[src/rtl/uart_pkg.sv]
// Shared definitions for the blackjack UART receive path.
//
// Frame layout: byte index 0 carries the status flags and byte indices
// 1..N_CARDS carry one dealer card each. Every byte is {value[7:4], index[3:0]}.
// The status byte is {0, start, deal, dealer_finished, 4'h0}.
package uart_pkg;

  localparam int N_CARDS = 9;   // dealer card slots per frame
  localparam int VAL_W   = 4;   // card value width, byte bits [7:4]
  localparam int IDX_W   = 4;   // slot index width, byte bits [3:0]

  localparam logic [IDX_W-1:0] IDX_STATUS = 4'h0;
  localparam logic [IDX_W-1:0] FIRST_CARD = 4'h1;
  localparam logic [IDX_W-1:0] LAST_IDX   = IDX_W'(N_CARDS);

  typedef logic [VAL_W-1:0] card_t;

  typedef enum logic [1:0] {
    S_IDLE   = 2'd0,
    S_POP    = 2'd1,
    S_DECODE = 2'd2
  } uart_dec_state_t;

endpackage

[src/rtl/uart_rx_fetch.sv]
// RX FIFO pop handshake for uart_decoder.
//
// Waits in S_IDLE for a non-empty FIFO, captures the head byte, pulses the
// pop strobe for one cycle (S_POP) so the FIFO can update its empty flag, and
// then presents the captured byte for one cycle (S_DECODE) to the frame
// checker. The FIFO is only sampled in S_IDLE, so one byte takes 3 clocks.
//
// Ports:
//   clk, rst   clock, synchronous active-high reset
//   rx_empty   FIFO empty flag; r_data valid when 0
//   r_data     FIFO head byte
//   rd_uart    FIFO pop strobe, high for the one S_POP cycle
//   byte_q     captured byte, stable from S_POP through S_DECODE
//   byte_vld   high for the one S_DECODE cycle
module uart_rx_fetch
  import uart_pkg::*;
(
  input  logic       clk,
  input  logic       rst,
  input  logic       rx_empty,
  input  logic [7:0] r_data,
  output logic       rd_uart,
  output logic [7:0] byte_q,
  output logic       byte_vld
);

  uart_dec_state_t state_q, state_d;
  logic            rd_uart_q, rd_uart_d;
  logic            load;

  // State register
  always_ff @(posedge clk) begin
    if (rst) begin
      state_q   <= S_IDLE;
      rd_uart_q <= 1'b0;
      byte_q    <= 8'h00;
    end else begin
      state_q   <= state_d;
      rd_uart_q <= rd_uart_d;
      if (load) byte_q <= r_data;
    end
  end

  // Next-state logic
  always_comb begin
    state_d = state_q;
    case (state_q)
      S_IDLE:   if (!rx_empty) state_d = S_POP;
      S_POP:    state_d = S_DECODE;
      S_DECODE: state_d = S_IDLE;
      default:  state_d = S_IDLE;
    endcase
  end

  // Output logic: the pop strobe is registered so it lands in the S_POP cycle
  always_comb begin
    load      = (state_q == S_IDLE) && !rx_empty;
    rd_uart_d = load;
    byte_vld  = (state_q == S_DECODE);
  end

  assign rd_uart = rd_uart_q;

endmodule

[src/rtl/uart_decoder.sv]
// Receive-side frame decoder for the blackjack UART link.
//
// Pops bytes from the RX FIFO (through uart_rx_fetch) and assembles the
// 10-byte frame: one status byte followed by dealer cards 1..N_CARDS in order.
// Bytes accumulate in shadow registers; only a complete in-order frame is
// copied to the committed outputs, which the player-side logic treats as the
// remote board state.
//
// Optional feature: define UART_DECODER_ERRCNT_EN to build a saturating 8-bit
// count of frame_error pulses on err_count. Without it err_count is 8'h00.
//
// Ports:
//   clk, rst            clock, synchronous active-high reset
//   rx_empty, r_data    RX FIFO empty flag and head byte
//   rd_uart             RX FIFO pop strobe (1-cycle pulse)
//   start               committed status bit 6
//   deal                committed status bit 5
//   dealer_finished     committed status bit 4
//   dealer_card_values  committed cards, slot k from byte index k+1
//   frame_valid         1-cycle pulse when a frame is committed
//   frame_error         1-cycle pulse when a byte/frame is discarded
//   err_count           sequence-error count (0 unless the counter is built)
module uart_decoder
  import uart_pkg::*;
(
  input  logic                     clk,
  input  logic                     rst,
  input  logic                     rx_empty,
  input  logic [7:0]               r_data,
  output logic                     rd_uart,
  output logic                     start,
  output logic                     deal,
  output logic                     dealer_finished,
  output logic [N_CARDS*VAL_W-1:0] dealer_card_values,
  output logic                     frame_valid,
  output logic                     frame_error,
  output logic [7:0]               err_count
);

  logic [7:0] byte_q;
  logic       byte_vld;

  uart_rx_fetch u_fetch (
    .clk      (clk),
    .rst      (rst),
    .rx_empty (rx_empty),
    .r_data   (r_data),
    .rd_uart  (rd_uart),
    .byte_q   (byte_q),
    .byte_vld (byte_vld)
  );

  logic [IDX_W-1:0]         exp_idx_q, exp_idx_d;
  logic [2:0]               flags_q, flags_d;
  card_t                    shadow_q [N_CARDS];
  card_t                    shadow_d [N_CARDS];
  logic [2:0]               out_flags_q, out_flags_d;
  logic [N_CARDS*VAL_W-1:0] cards_q, cards_d;
  logic                     fv_q, fv_d;
  logic                     fe_q, fe_d;

  logic [IDX_W-1:0] idx;
  card_t            val;
  logic             is_status;
  logic             in_order;

  assign idx       = byte_q[IDX_W-1:0];
  assign val       = byte_q[7:4];
  assign is_status = (idx == IDX_STATUS);
  // exp_idx is 0 outside a frame, so a card with no preceding header never matches
  assign in_order  = !is_status && (idx <= LAST_IDX) && (idx == exp_idx_q);

  // Frame check and commit
  always_comb begin
    exp_idx_d   = exp_idx_q;
    flags_d     = flags_q;
    shadow_d    = shadow_q;
    out_flags_d = out_flags_q;
    cards_d     = cards_q;
    fv_d        = 1'b0;
    fe_d        = 1'b0;
    if (byte_vld) begin
      if (is_status) begin
        if (!byte_q[7]) begin
          // A header always restarts the frame, even mid-frame, without error
          flags_d   = byte_q[6:4];
          exp_idx_d = FIRST_CARD;
        end else begin
          fe_d      = 1'b1;
          exp_idx_d = IDX_STATUS;
        end
      end else if (in_order) begin
        shadow_d[idx - FIRST_CARD] = val;
        exp_idx_d = exp_idx_q + FIRST_CARD;
        if (idx == LAST_IDX) begin
          // Commit from shadow_d so the final card lands in the same edge
          for (int k = 0; k < N_CARDS; k++) begin
            cards_d[k*VAL_W +: VAL_W] = shadow_d[k];
          end
          out_flags_d = flags_d;
          fv_d        = 1'b1;
          exp_idx_d   = IDX_STATUS;
        end
      end else begin
        fe_d      = 1'b1;
        exp_idx_d = IDX_STATUS;
      end
    end
  end

  always_ff @(posedge clk) begin
    if (rst) begin
      exp_idx_q   <= IDX_STATUS;
      flags_q     <= 3'b000;
      out_flags_q <= 3'b000;
      cards_q     <= '0;
      fv_q        <= 1'b0;
      fe_q        <= 1'b0;
      for (int k = 0; k < N_CARDS; k++) begin
        shadow_q[k] <= '0;
      end
    end else begin
      exp_idx_q   <= exp_idx_d;
      flags_q     <= flags_d;
      out_flags_q <= out_flags_d;
      cards_q     <= cards_d;
      fv_q        <= fv_d;
      fe_q        <= fe_d;
      for (int k = 0; k < N_CARDS; k++) begin
        shadow_q[k] <= shadow_d[k];
      end
    end
  end

  assign start              = out_flags_q[2];
  assign deal               = out_flags_q[1];
  assign dealer_finished    = out_flags_q[0];
  assign dealer_card_values = cards_q;
  assign frame_valid        = fv_q;
  assign frame_error        = fe_q;

`ifdef UART_DECODER_ERRCNT_EN
  logic [7:0] err_cnt_q, err_cnt_d;

  // Counts on fe_d so the count moves on the same edge the pulse rises
  always_comb begin
    err_cnt_d = err_cnt_q;
    if (fe_d && (err_cnt_q != 8'hFF)) err_cnt_d = err_cnt_q + 8'd1;
  end

  always_ff @(posedge clk) begin
    if (rst) err_cnt_q <= 8'h00;
    else     err_cnt_q <= err_cnt_d;
  end

  assign err_count = err_cnt_q;
`else
  assign err_count = 8'h00;
`endif

endmodule

[config.mk]
export PLATFORM = sky130hd
export DESIGN_NAME = uart_decoder
export DESIGN_NICKNAME = d
export VERILOG_FILES = /design/src/rtl/uart_pkg.sv /design/src/rtl/uart_rx_fetch.sv /design/src/rtl/uart_decoder.sv
export SDC_FILE = /design/constraint.sdc
export NUM_CORES = 1
export LEC_CHECK = 0
export ABC_AREA = 1
export CAP_MARGIN = 5
export CORE_UTILIZATION = 40
export DETAILED_ROUTE_END_ITERATION = 6
export GPL_ROUTABILITY_DRIVEN = 0
export GPL_TIMING_DRIVEN = 0
export PLACE_DENSITY_LB_ADDON = 0.12
export SYNTH_ARGS = -nofsm -noshare
export SYNTH_HDL_FRONTEND = slang
export SYNTH_SLANG_ARGS = --single-unit
[constraint.sdc]
create_clock -name clk -period 1.5 [get_ports clk]
set_input_delay 0.375 -clock clk [delete_from_list [all_inputs] [get_ports clk]]
set_output_delay 0.375 -clock clk [all_outputs]
set_load 0.01 [all_outputs]
==> flow_summary.toml, run 1 <==
[run_status]
status = "finished, violations left"
violations = "setup timing"

[sta]
setup_ws_ps = -161
finalSetupViolations = 72
timing.fmax_ghz = 0.602
slew_violations = 0
fin_crit_ps = 1660
worst_clock_skew_ps = 7.77
rsz0062_at_grt = "true"
min_period_over_period_pct = 111
holdWs_ps = 473
slew_headroom_pct = 59.3
finalHoldViolations = 0
tightest_slew_ps = 611

[worst_setup_path]
critPathMaxFanout = 7
critPathKind = "flip-flop to flip-flop"
startpoint_type = "flip-flop"
critPathCaptureType = "flip-flop"
rr_startpoint = "u_fetch.byte_q[1]"
reg2reg_slack_ps = -160
rr_endpoint = "dealer_card_values[24]"
reg2regPathDepth = 10
worstPathRequired_ps = 1810
arrival_ps = 1970

[finish]
nFillCells = 958
final_cells = 864
drive_gt1_share_pct = 29.5
syn2layout_area_growth_pct = 42.5
antenna_cells = 0
layout.nets = 738
mostFrequentLayoutCells = "nor2_1, nand2_1, dfxtp_1"
layout_commonest_cell = "nor2_1"
fin_area_um2 = 5970

[clock_tree]
clk_pin_slew_worst_paths_ps = 90
clockBufferDepth = 2
clock_sinks = 91
htreeDepth = 3
clk_latency_ps = 370
cts_buffers = 9
tritoncts = "done"
cts_root_buf = "clkbuf_8"

[min_path]
hold_path.class = "flip-flop to flip-flop"
hold_depth = 2
holdPathEnd = "shadow_q[11]"
hp-start = "shadow_q[11]"

[power_and_ir_drop]
clock_power_share_pct = 37.4
p_leak_nw = 2.76
seqPwrFrac_pct = 49.7
p_int_mw = 3.71
swShare_pct = 26.2
cellPowerDensity_nw_per_um2 = 842
switchingPower_mw = 1.32
pwr-share-comb_pct = 13.0
ir_drop_v = 0.000446

[grt]
grt_start_max_net_pins = 15
antenna_found_initial = 0
grt_pass1_wl_um = 18400
grt_pass1_vias = 3774
overflow = 0
grt_usage_pct = 21.0

[placed_design]
io_buffers = 52
dp.cells = 810
dpl_cell_area_um2 = 4900
hpwl_um = 7100

[route]
num_vias = 4203
wl_per_cell_um = 13.8
wirelength_um = 11900
drc_errors = 0
firstDrtPassIters = 4
drt-initial-drc-count = 124
via_per_inst = 4.86
final_antenna_net_count = 0

[floorplan]
die_y_um = 104
num_io_pins = 61
rows = 36
start_util_pct = 42.1
core_um2 = 9950
die_w_um = 104
die_area_um2 = 10900

[synthesis]
synth.distinct_cells = 28
ys_warn_count = 0
syn_area_um2 = 4190
synth_cells = 618
syn_avg_cell_area_um2 = 6.78
ys_ff_latch = 91
synth-seq-area-share_pct = 43.5

[run]
max_cap_viol_count = 0
[layout make-up]
class	instances	area, µm²	share of cell area [%]
multi-input cells	423	2230	37.3
flip-flops and latches	91	1850	30.9
repair buffers	93	918	15.4
plain buffers	37	313	5.24
inverters	71	282	4.72
well taps	133	166	2.79
clock buffers	12	145	2.43
clock inverters	4	73.8	1.24
[through the flow]
stage | setup TNS (ps) | setup WS, ps | total power, mW | utilization (%)
CTS | -5380 | -125 | 4.93 | 56.0
global route | -13770 | -259 | 5.21 | 60.0
detailed placement | -32660 | -628 | 2.97 | 49.2
finish | -7610 | -161 | 5.03 | 60.0
global placement | -31570 | -593 | 2.96 | 49.2
floorplan | 0 | 74.3 | 2.83 | -
[worst max path at each step]
| stage | to | start | slack (ps) | cells after the start |
|---|---|---|---|---|
| 6_report | dealer_card_values[24] | u_fetch.byte_q[1] | -160 | 10 |
| 3_3_place_gp | dealer_card_values[1] | rst | -590 | 4 |
| 3_5_place_dp | dealer_card_values[0] | rst | -630 | 4 |
| 2_1_floorplan | dealer_card_values[10] | u_fetch.byte_q[1] | 70 | 11 |
| 4_1_cts | dealer_card_values[15] | u_fetch.byte_q[0] | -130 | 13 |
| 5_1_grt | dealer_card_values[19] | u_fetch.byte_q[1] | -260 | 10 |
[synthesized netlist by cell type (all sizes together)]
cell | instances | area, µm²
nand2 | 151 | 572
clkbuf | 11 | 41.3
inv | 67 | 251
o21ai | 32 | 160
a21oi | 50 | 250
nor2 | 124 | 488
nand3 | 31 | 168
nand4 | 9 | 56.3
conb | 1 | 3.75
xor2 | 1 | 8.76
nor4 | 1 | 6.26
nor3 | 1 | 5.00
and2 | 12 | 75.1
buf | 30 | 245
o21a | 1 | 7.51
dfxtp | 91 | 1820
ha | 1 | 12.5
clkinv | 4 | 16.3
[worst max-delay path, stage by stage (launching register included)]
cell	delay [ps]
dfxtp_4	440
buf_6	120
nand2_2	50
nand2_2	70
nand3_2	100
nor2_4	190
nand3_4	210
clkbuf_16	230
nand2_2	50
nand2_1	40
nor2_1	110
[registers in the layout (all words and copies together), names as in the netlist]
| register | cells |
|---|---|
| dealer_card_values | 36 |
| shadow_q | 32 |
| u_fetch.byte_q | 8 |
| exp_idx_q | 4 |
| flags_q | 3 |
| out_flags_q | 3 |
| u_fetch.state_q | 2 |
| frame_error | 1 |
| frame_valid | 1 |
| u_fetch.rd_uart | 1 |
[layer usage]
metal  vias up  wire (µm)  track usage (%)  share of wire [%]
met5         -          0                0                  0
met4         0        178             7.45                1.5
met3        18        559             3.32                4.7
met2       116       5820             35.7                 49
met1      1952       5390             26.9                 45
li1       2117          -                -                  -
[power by group through the flow]
stage | Sequential (mW) | Combinational [mW] | Clock (mW)
floorplan | 2.53 | 0.306 | 0
global placement | 2.53 | 0.430 | 0
detailed placement | 2.53 | 0.440 | 0
CTS | 2.48 | 0.564 | 1.89
global route | 2.50 | 0.697 | 2.01
finish | 2.50 | 0.652 | 1.88
[cells by family after synthesis]
kind of cell	Yosys count	synth area share, %
DFF	91	43.5
buffers and inverters	112	13.2
and+or+nand+nor	329	32.7
other	1	0.0895
xor gates and xnor gates	1	0.209
adders and majority gates	1	0.299
AOI/OAI and AO/OA	83	9.98
[repair_timing]
action / in CTS / in global routing
setup endpoints to repair: 119 / 84
pin swaps: 29 / 40
hold buffers: 0 / 0
setup buffers: 22 / 11
gates resized for setup: 129 / 118
gates cloned: 7 / 4
(Power assumes the default switching activity.)
==> inputs of run 2 (changes only) <==
--- a/config.mk
+++ b/config.mk
@@ -11,6 +11,7 @@
 export DETAILED_ROUTE_END_ITERATION = 6
 export GPL_ROUTABILITY_DRIVEN = 0
 export GPL_TIMING_DRIVEN = 0
+export MAX_ROUTING_LAYER = met4
 export PLACE_DENSITY_LB_ADDON = 0.12
 export SYNTH_ARGS = -nofsm -noshare
 export SYNTH_HDL_FRONTEND = slang
==> run 2 against run 1 <==
Effect of this change:
- the run still ends with setup timing left
- clock power hardly changed
- die area unchanged
- core utilization is 0.14 points higher
- critical path type unchanged
- critical endpoint is now dealer_card_values[6]
- highest routed layer unchanged
==> flow_summary.toml, run 2 (synthesized netlist as in run 1, its figures left out) <==
[power_and_ir_drop]
cellPowerDensity_nw_per_um2 = 838
p_int_mw = 3.71
ir_drop_v = 0.000449
p_leak_nw = 2.76
clock_power_share_pct = 37.1
swShare_pct = 25.9
pwr-share-comb_pct = 13.0
switchingPower_mw = 1.30
seqPwrFrac_pct = 49.8

[floorplan]
num_io_pins = 61
die_y_um = 104
die_w_um = 104
start_util_pct = 42.1
rows = 36
die_area_um2 = 10900
core_um2 = 9950

[clock_tree]
cts_root_buf = "clkbuf_8"
cts_buffers = 9
clock_sinks = 91
tritoncts = "done"
clk_pin_slew_worst_paths_ps = 90
clk_latency_ps = 370
clockBufferDepth = 2
htreeDepth = 3

[sta]
worst_clock_skew_ps = 11.0
tightest_slew_ps = 577
finalSetupViolations = 64
finalHoldViolations = 0
rsz0062_at_grt = "true"
timing.fmax_ghz = 0.594
slew_violations = 0
setup_ws_ps = -182
fin_crit_ps = 1680
holdWs_ps = 469
slew_headroom_pct = 61.5
min_period_over_period_pct = 112
fin_setup_tns_ps = -6140

[worst_setup_path]
critPathKind = "flip-flop to flip-flop"
crit_start = "u_fetch.byte_q[1]"
reg2regPathDepth = 11
rr_endpoint = "dealer_card_values[6]"
cp_num_buf_inv = 3
crit_chain = "buf_6 > nand2_2 > nand2_2 > nand3_2 > nor2_4 > buf_12 > nand3_4 > buf_6 > nand2_2 > nand2_1 > nor2_1"
rr_startpoint = "u_fetch.byte_q[1]"
critPathCaptureType = "flip-flop"
crit_top_cell = "nand2_2"
crit_family = "simple AND/OR/NAND/NOR gates"
startpoint_type = "flip-flop"
worstPathRequired_ps = 1790
arrival_ps = 1970
reg2reg_slack_ps = -180
critPathCapture = "dealer_card_values[6]"
cp_slowest_cell = "dfxtp_4"
critPathMaxFanout = 7
cp.depth = 11
crit_path_max_incr_delay_ps = 430

[grt]
grt_usage_pct = 21.6
grt_pass1_vias = 3775
antenna_found_initial = 0
overflow = 0
grt_pass1_wl_um = 18300
grt_start_max_net_pins = 15

[finish]
fin_area_um2 = 5980
layout_commonest_cell = "nor2_1"
mostFrequentLayoutCells = "nor2_1, nand2_1, dfxtp_1"
syn2layout_area_growth_pct = 42.9
final_cells = 865
drive_gt1_share_pct = 29.0
layout.nets = 739
antenna_cells = 0
largest_reg_flops = 36

[run]
max_cap_viol_count = 0

[route]
final_antenna_net_count = 0
wl_per_cell_um = 14.0
via_per_inst = 4.85
drc_errors = 0
wirelength_um = 12100
drt-initial-drc-count = 139
num_vias = 4192
firstDrtPassIters = 5

[placed_design]
dpl_cell_area_um2 = 4900
io_buffers = 52
hpwl_um = 7100
dp.cells = 810

[run_status]
violations = "setup timing"
status = "finished, violations left"

[min_path]
hold_depth = 2
hp-start = "shadow_q[13]"
hold_path.class = "flip-flop to flip-flop"
## run 2: cell count changes in the layout (fill, tap and decap cells not counted), sizes merged
cell	change
buf	-1
clkbuf	+2
## run 2: how the worst min path moves through the flow
stage	endpoint	slack, ps
floorplan	shadow_q[12]	440
global placement	shadow_q[16]	450
detailed placement	shadow_q[9]	460
CTS	shadow_q[18]	470
global route	shadow_q[8]	490
finish	shadow_q[13]	470
## run 2: repair_timing
action                                  4_1_cts  5_1_grt
pin swaps                                    29       36
hold buffers                                  0        0
buffers inserted                             22       10
cloned                                        7        6
endpoints found under the setup margin      119       84
resized for setup                           129      117
## run 2: area by class of cell
type	count	area, µm²
Tap cell	133	166
Clock inverter	4	73.8
Clock buffer	12	145
Buffer	37	310
Sequential cell	91	1850
Inverter	71	282
Multi-Input combinational cell	423	2200
Fill cell	949	3970
Timing Repair Buffer	94	957
## run 2: through the flow
| stage | power (mW) | setup slack (ps) | utilization, % |
|---|---|---|---|
| 3_5_place_dp | 2.97 | -628 | 49.2 |
| 6_report | 5.01 | -182 | 60.1 |
| 2_1_floorplan | 2.83 | 74.3 | - |
| 3_3_place_gp | 2.96 | -593 | 49.2 |
| 5_1_grt | 5.21 | -283 | 60.1 |
| 4_1_cts | 4.93 | -125 | 56.0 |
## run 2: per-layer routing
metal	up-vias	global-route usage (%)	wire (µm)
li1	2114	-	-
met1	1960	26.9	5330
met2	103	35.7	6050
met3	15	3.32	580
met4	0	7.45	176
met5	-	-	0
## run 2: worst reg2reg max path: cells and delay by family (launching register included)
family,cells,cell delay (ps)
DFF,1,430
buffers and inverters,3,430
and+or+nand+nor,8,750
## run 2: power by group through the flow
stage / clock [mW] / sequential (mW) / combinational (mW)
2_1_floorplan: 0 / 2.53 / 0.306
3_3_place_gp: 0 / 2.53 / 0.430
3_5_place_dp: 0 / 2.53 / 0.440
4_1_cts: 1.89 / 2.48 / 0.564
5_1_grt: 2.01 / 2.51 / 0.700
6_report: 1.86 / 2.50 / 0.653
==> inputs of run 3 (changes only) <==
--- a/config.mk
+++ b/config.mk
@@ -7,7 +7,8 @@
 export LEC_CHECK = 0
 export ABC_AREA = 1
 export CAP_MARGIN = 5
-export CORE_UTILIZATION = 40
+export CORE_MARGIN = 5
+export CORE_UTILIZATION = 54
 export DETAILED_ROUTE_END_ITERATION = 6
 export GPL_ROUTABILITY_DRIVEN = 0
 export GPL_TIMING_DRIVEN = 0
==> constraint.sdc (replaced) <==
create_clock -name clk -period 1.5 [get_ports clk]
set_input_delay 0.375 -clock clk [delete_from_list [all_inputs] [get_ports clk]]
set_output_delay 0.375 -clock clk [all_outputs]
set_load 0.1 [all_outputs]
==> run 3 against run 2 <==
Effect of this change:
- the flow still finishes with violations (setup timing)
- flip-flop and latch count is the same
- sequential power is essentially flat
- fmax shrank 2.8%
- critical endpoint is now shadow_q[25]
- highest routed layer unchanged
- largest cell class unchanged
- worst setup slack lost 49 ps
- sequential share of layout area grew 0.33 points
==> flow_summary.toml, run 3 (synthesized netlist as in run 1, its figures left out) <==
[run_status]
status = "finished, violations left"
violations = "setup timing"

[placed_design]
dpl_cell_area_um2 = 4860
io_buffers = 52
hpwl_um = 6970
pre_cts_slack_ps = -547

[worst_setup_path]
cp_slowest_cell = "a21oi_1"
cp_num_buf_inv = 2
cp.depth = 6
critPathMaxFanout = 8
crit_path_max_incr_delay_ps = 410
worstPathRequired_ps = 1750
critPathKind = "flip-flop to flip-flop"
startpoint_type = "flip-flop"
crit_chain = "buf_4 > buf_2 > nand4_1 > a21oi_1 > and2_1 > nor2_1"
critPathCaptureType = "flip-flop"
crit_family = "simple AND/OR/NAND/NOR gates"
arrival_ps = 1980
reg2regPathDepth = 6

[route]
final_antenna_net_count = 0
wirelength_um = 12600
top_layer = "met4"
met3_length_um = 911
wl_per_cell_um = 15.3
num_vias = 4388
firstDrtPassIters = 6
wl_met2_um = 6290
via_per_inst = 5.33
wl_met1_um = 5000
drt-initial-drc-count = 280
drc_errors = 0

[clock_tree]
clockBufferDepth = 2
hold_buffers = 0
clock_sinks = 91
clk_pin_slew_worst_paths_ps = 90
cts_buffers = 9
cts_root_buf = "clkbuf_8"
tritoncts = "done"
clk_latency_ps = 360
htreeDepth = 3

[finish]
fin_area_um2 = 5880
nFillCells = 505
antenna_cells = 0
drive_gt1_share_pct = 36.1
syn2layout_area_growth_pct = 40.4
largest_reg_flops = 36
layout_commonest_cell = "nor2_1"
mostFrequentLayoutCells = "nor2_1, nand2_1, dfxtp_1"
layout.nets = 730

[grt]
grt_pass1_vias = 4131
antenna_found_initial = 0
grt_usage_pct = 25.0
grt_pass1_wl_um = 19100
grt_start_max_net_pins = 15
overflow = 0

[power_and_ir_drop]
switchingPower_mw = 1.39
pwr-share-comb_pct = 14.1
ir_drop_v = 0.000660
cellPowerDensity_nw_per_um2 = 880
p_leak_nw = 2.61
swShare_pct = 26.9
p_int_mw = 3.78
seqPwrFrac_pct = 48.1
clock_power_share_pct = 37.8

[sta]
min_period_over_period_pct = 115
finalSetupViolations = 72
fin_crit_ps = 1730
holdWs_ps = 469
timing.fmax_ghz = 0.578
rsz0062_at_grt = "true"
worst_clock_skew_ps = 10.9
setup_ws_ps = -231
slew_violations = 0
slew_headroom_pct = 53.8
fin_setup_tns_ps = -10000
finalHoldViolations = 0
tightest_slew_ps = 694

[floorplan]
num_io_pins = 61
die_w_um = 98.1
die_area_um2 = 9620
rows = 32
start_util_pct = 54.8
die_y_um = 98.1
core_um2 = 7650

[min_path]
hold_path.class = "flip-flop to flip-flop"
hold_depth = 2

[run]
max_cap_viol_count = 0
[run 3: cell count changes in the layout (fill, tap and decap cells not counted), sizes merged]
cell         change
dlygate4sd2     -42
clkinvlp         +1
buf             +15
inv              +1
clkinv           -2
bufinv           +1
clkbuf          +16
[run 3: path summary, 6_finish.rpt]
path	slack, ps	to	start
worst min register to register	470	shadow_q[12]	shadow_q[12]
worst min-delay path	470	shadow_q[12]	shadow_q[12]
worst max register to register	-230	shadow_q[25]	u_fetch.byte_q[1]
worst max-delay path	-230	shadow_q[25]	u_fetch.byte_q[1]
[run 3: power groups by stage]
stage / logic [mW] / registers [mW] / clock network [mW]
floorplan: 0.385 / 2.55 / 0
global placement: 0.524 / 2.53 / 0
detailed placement: 0.532 / 2.53 / 0
CTS: 0.644 / 2.48 / 1.95
global route: 0.771 / 2.49 / 2.06
finish: 0.728 / 2.49 / 1.96
[run 3: routing by layer]
layer | global-route usage, % | up-vias
met5 | - | -
met1 | 29.2 | 2051
met2 | 42.0 | 196
li1 | - | 2097
met4 | 9.16 | 0
met3 | 5.71 | 44
[run 3: final cells by class]
cell class                      count  area [µm²]  area share (%)
Buffer                             39         334            5.68
Sequential cell                    91        1830            31.2
Timing Repair Buffer               83         779            13.3
Inverter                           71         282            4.79
Tap cell                          102         128            2.17
Multi-Input combinational cell    423        2290            39.0
Clock inverter                      5         103            1.74
Clock buffer                       10         128            2.17
[run 3: repair_timing]
action                                  in CTS  in global routing
endpoints found under the setup margin     124                103
buffers inserted                            16                  4
cloned                                      11                  2
resized for setup                          341                115
pin swaps                                   37                 16
[run 3: metrics by stage]
stage / power [mW] / utilization, % / cells
after detailed placement: 3.06 / 63.6 / 779
after global routing: 5.33 / 76.9 / 824
final: 5.17 / 76.9 / 824
after global placement: 3.05 / 63.6 / 779
after floorplan: 2.94 / - / 625
after CTS: 5.07 / 72.8 / 820
[run 3: worst register-to-register path: stages (launching register included)]
cell,delay [ps]
dfxtp_2,340
buf_4,100
buf_2,150
nand4_1,360
a21oi_1,410
and2_1,200
nor2_1,60
